[src/rtl/alu_control_pipe.sv]
// alu_control_pipe: registered, handshaked ALU control decoder.
// Decodes the MIPS OpCode/Function pair into an ALU operation code and holds
// it in an output register with valid/ready flow control. Multiply stalls the
// front end for MUL_CYCLES cycles in total.
// Optional feature macro: ALUCTL_ILLEGAL_TRAP_EN. When it is defined, illegal
// encodings produce an all-ones ALUControl with IllegalOp set. When it is
// undefined, IllegalOp is tied low and illegal encodings leave ALUControl
// unchanged.
module alu_control_pipe #(
    parameter int CTRL_W     = 4,
    parameter int MUL_CYCLES = 3
) (
    input  logic              Clk,
    input  logic              Reset,
    input  logic              InValid,
    output logic              InReady,
    input  logic [5:0]        OpCode,
    input  logic [5:0]        Function,
    output logic              OutValid,
    input  logic              OutReady,
    output logic [CTRL_W-1:0] ALUControl,
    output logic              IllegalOp,
    output logic              MulBusy
);

    typedef enum logic [1:0] {IDLE, FULL, MUL} state_t;

    // A single-cycle multiply skips the MUL state entirely.
    localparam bit          MUL_DIRECT = (MUL_CYCLES == 1);
    localparam int          MUL_LOAD_I = (MUL_CYCLES >= 2) ? (MUL_CYCLES - 2) : 0;
    localparam logic [3:0]  MUL_LOAD   = MUL_LOAD_I[3:0];
    localparam logic [3:0]  CODE_MUL   = 4'd8;

    state_t     state;
    state_t     next_state;
    logic [3:0] mul_count;
    logic [3:0] dec_code;
    logic       dec_legal;
    logic       dec_mul;
    logic       accept;
    logic       mul_done;

    assign accept   = InValid && InReady;
    assign mul_done = (state == MUL) && (mul_count == 4'd0);
    assign dec_mul  = (OpCode == 6'd0) && (Function == 6'd24);

    // Decode table: R-type by Function, everything else by OpCode.
    always_comb begin
        dec_code  = 4'd0;
        dec_legal = 1'b1;
        if (OpCode == 6'd0) begin
            case (Function)
                6'd32:   dec_code = 4'd0;
                6'd34:   dec_code = 4'd1;
                6'd24:   dec_code = 4'd8;
                6'd36:   dec_code = 4'd2;
                6'd37:   dec_code = 4'd3;
                6'd39:   dec_code = 4'd4;
                6'd38:   dec_code = 4'd5;
                6'd0:    dec_code = 4'd6;
                6'd2:    dec_code = 4'd7;
                6'd42:   dec_code = 4'd9;
                default: dec_legal = 1'b0;
            endcase
        end else begin
            case (OpCode)
                6'd8, 6'd35, 6'd43, 6'd40,
                6'd33, 6'd32, 6'd41: dec_code = 4'd0;
                6'd4:    dec_code = 4'd1;
                6'd9:    dec_code = 4'd10;
                6'd5:    dec_code = 4'd11;
                6'd7:    dec_code = 4'd12;
                6'd6:    dec_code = 4'd13;
                6'd11:   dec_code = 4'd14;
                6'd12:   dec_code = 4'd2;
                6'd13:   dec_code = 4'd3;
                6'd14:   dec_code = 4'd5;
                6'd10:   dec_code = 4'd9;
                default: dec_legal = 1'b0;
            endcase
        end
    end

    // State register.
    always_ff @(posedge Clk) begin
        if (Reset) state <= IDLE;
        else       state <= next_state;
    end

    // Next-state logic: accepts fill the register, drains without accept empty it.
    always_comb begin
        next_state = state;
        case (state)
            IDLE: begin
                if (accept) next_state = (dec_mul && !MUL_DIRECT) ? MUL : FULL;
            end
            FULL: begin
                if (accept)        next_state = (dec_mul && !MUL_DIRECT) ? MUL : FULL;
                else if (OutReady) next_state = IDLE;
            end
            MUL: begin
                if (mul_done) next_state = FULL;
            end
            default: next_state = IDLE;
        endcase
    end

    // Handshake and status outputs derived from the state.
    always_comb begin
        OutValid = (state == FULL);
        MulBusy  = (state == MUL);
        InReady  = (state == IDLE) || ((state == FULL) && OutReady);
    end

    // Multiply latency counter: loaded on a multiply accept, saturates at zero.
    always_ff @(posedge Clk) begin
        if (Reset) begin
            mul_count <= 4'd0;
        end else if (accept && dec_mul && !MUL_DIRECT) begin
            mul_count <= MUL_LOAD;
        end else if ((state == MUL) && (mul_count != 4'd0)) begin
            mul_count <= mul_count - 4'd1;
        end
    end

    // Result register: loads decoded code on accept or the multiply code at completion.
    always_ff @(posedge Clk) begin
        if (Reset) begin
            ALUControl <= '0;
        end else if (mul_done) begin
            ALUControl <= CTRL_W'(CODE_MUL);
        end else if (accept) begin
            if (dec_mul) begin
                if (MUL_DIRECT) ALUControl <= CTRL_W'(CODE_MUL);
            end else if (dec_legal) begin
                ALUControl <= CTRL_W'(dec_code);
            end else begin
`ifdef ALUCTL_ILLEGAL_TRAP_EN
                ALUControl <= '1;
`else
                ALUControl <= ALUControl;
`endif
            end
        end
    end

`ifdef ALUCTL_ILLEGAL_TRAP_EN
    // Illegal flag travels with the result; legal and multiply results clear it.
    always_ff @(posedge Clk) begin
        if (Reset) begin
            IllegalOp <= 1'b0;
        end else if (mul_done) begin
            IllegalOp <= 1'b0;
        end else if (accept && !(dec_mul && !MUL_DIRECT)) begin
            IllegalOp <= !dec_legal;
        end
    end
`else
    assign IllegalOp = 1'b0;
`endif

endmodule

[config.mk]
export PLATFORM = sky130hd
export DESIGN_NAME = alu_control_pipe
export DESIGN_NICKNAME = d
export VERILOG_FILES = /design/src/rtl/alu_control_pipe.sv
export SDC_FILE = /design/constraint.sdc
export NUM_CORES = 1
export LEC_CHECK = 0
export CAP_MARGIN = 5
export CORE_UTILIZATION = 25
export DETAILED_ROUTE_END_ITERATION = 8
export PLACE_DENSITY = 0.47
export SLEW_MARGIN = 20
export SYNTH_ARGS = -nofsm -noshare
export SYNTH_HDL_FRONTEND = slang
export SYNTH_SLANG_ARGS = --single-unit
[constraint.sdc]
create_clock -name Clk -period 1.91 [get_ports Clk]
set_input_delay 0.382 -clock Clk [delete_from_list [all_inputs] [get_ports Clk]]
set_output_delay 0.382 -clock Clk [all_outputs]
set_load 0.02 [all_outputs]
==> impl_metrics.yaml <==
status:
  status: "complete, no violations"
pwr:
  max-vdd-ir-drop_uv: 122
  power.density_nw_per_um2: 454
  leakage_nw: 0.626
yosys:
  synth_area_per_cell_um2: 7.74
  synthesis.area_um2: 875
  ys_ff_latch: 10
  yosysSeqAreaShare_pct: 22.9
  syn_inst: 113
  ys_warn_count: 0
  synth_edf_count: 0
  syn_nets: 130
  synth-main-ff-cell: "dfxtp_1"
  yosysUniqueCellTypes: 40
  async_reset_ff_share_pct: 0
die:
  ios: 24
  rows: 21
  dieArea_um2: 3740
  die_y_um: 61.1
  dieWidth_um: 61.1
  core_area_um2: 3340
  initial_core_util_pct: 26.2
timing:
  drv_slew: 0
  fin_skew_ns: 0.00164
  setup-violations-final: 0
  fin_crit_sh_pct: 94.5
  hold_viol: 0
  fmaxAchievable_ghz: 0.554
  setup_tns_ns: 0
  min_period_ns: 1.80
clocking:
  cts_made_buffers: 3
  cts_max_level: 1
  ctsHoldBuffers: 0
  clk_latency_ns: 0.27
  clock_sinks: 10
  cts_tree: "yes"
  cts-root-buf: "clkbuf_4"
  clockBufferDepth: 2
  clkTransAtPathRegs_ns: 0.07
  post_cts_buffers: 0
global_routing:
  antenna_found_initial: 0
  grt_first_pass_wirelength_um: 3560
  grt_max_degree: 10
  grt_pass1_vias: 871
  grt.overflow.total: 0
  grt_use_total_pct: 13.0
drt:
  vias: 952
  wirelength_um: 2330
  vias_per_cell: 4.64
  drc: 0
  drt_iter0_drc: 26
  ant_nets: 0
  wl_per_cell_um: 11.4
  dr.pass1.iters: 4
flow_run:
  cap_violations: 0
critical_path:
  setup.worst_path.end_class: "register"
  setup.worst_path.start: "Function[5]"
  critPathKind: "in2reg"
  start_kind: "input pin"
  reg2reg_to: "ALUControl[3]"
  arrival_ns: 1.99
  reg2reg_setup_slack_ns: 0.27
  reg2regPathDepth: 5
  worst_r2r_startpoint: "state[0]"
  crit_end: "ALUControl[3]"
  required_ns: 2.09
  path_max_fanout: 9
placed_design:
  io_buffer_count: 22
  dp.cells: 201
  hpwl_um: 1860
  place_congestion: 0.765
cells_and_area:
  mostFrequentLayoutCells: "buf_4 (24), nor2_1 (14)"
  area_growth_pct: 61.9
  drive_gt1_share_pct: 28.9
  fin_util_pct: 42.4
  num-nets-final: 177
  final_common_cell: "buf_4"
  final_cells: 205
  insertedDiodeCount: 0
hold_path:
  hp-class: "reg2reg"
  min_from: "ALUControl[3]"
[report_power, final]
part           switching (mW)  leakage (nW)  internal [mW]
registers             0.00928        0.0813          0.217
logic                   0.101         0.523          0.114
clock network          0.0859        0.0210          0.116
total                   0.196         0.626          0.447
[repair_timing]
action	CTS	global route
endpoints found under the hold margin	0	0
endpoints found under the setup margin	10	8
pin swaps	7	10
gates cloned	0	0
resized for setup	11	15
[critical path: stages]
cell and delay (ns):
dlygate4sd2_1 0.25, buf_6 0.13, and2b_1 0.16, o41ai_2 0.35, buf_4 0.17, o2111ai_4 0.21
a311oi_1 0.33
[how the worst min path moves through the flow]
stage	end	slack [ns]	cells past startpoint
floorplan	mul_count[0]	0.45	1
global placement	ALUControl[3]	0.47	2
detailed placement	ALUControl[3]	0.48	2
CTS	ALUControl[3]	0.49	2
global route	ALUControl[3]	0.52	2
finish	ALUControl[3]	0.49	2
[cell usage after synthesis, drive strengths merged, types with 3 or more instances]
cell type	count	area [um2]
nand2	11	41.3
nand2b	3	18.8
a211oi	3	22.5
buf	4	27.5
dfxtp	10	200
nor2	14	52.6
inv	3	11.3
nor3	9	45.0
xnor2	3	26.3
o22ai	4	25.0
nor2b	12	75.1
o21ai	7	35.0
[registers in the layout, indices dropped and copies added, names as in the netlist]
signal      flops
state           2
ALUControl      4
mul_count       4
[per-layer routing]
layer / vias up / wire length (um) / GRT usage, %
met5: - / 0 / 0
met4: 0 / 14 / 5.84
met3: 2 / 101 / 1.26
met2: 18 / 1140 / 24.1
met1: 436 / 1070 / 15.0
li1: 496 / - / -
[through the flow]
| stage | area [um2] | hold slack [ns] | total power, mW | setup WS, ns |
|---|---|---|---|---|
| global route | 1420 | 0.519 | 0.673 | -0.0136 |
| finish | 1420 | 0.485 | 0.643 | 0.106 |
| global placement | 1310 | 0.474 | 0.438 | -0.307 |
| floorplan | 875 | 0.454 | 0.329 | 0.155 |
| CTS | 1360 | 0.487 | 0.635 | -0.00737 |
| detailed placement | 1310 | 0.476 | 0.439 | -0.347 |
[cells by family after synthesis]
logic type | after synthesis | synth area share, %
AOI/OAI and AO/OA | 26 | 24.5
and+or+nand+nor | 62 | 40.9
adders and majority gates | 1 | 1.43
other | 1 | 0.429
xor gates and xnor gates | 5 | 5.01
DFF | 10 | 22.9
buffers and inverters | 8 | 4.86
[cell type report]
cell class | instances | area, um2
sequential | 10 | 200
fill | 370 | 1920
inverter | 3 | 11.3
tap | 46 | 57.6
multi-input combinational | 95 | 692
timing repair buffer | 47 | 419
clock buffer | 4 | 36.3
No activity file was read; power rests on OpenSTA's default activity.
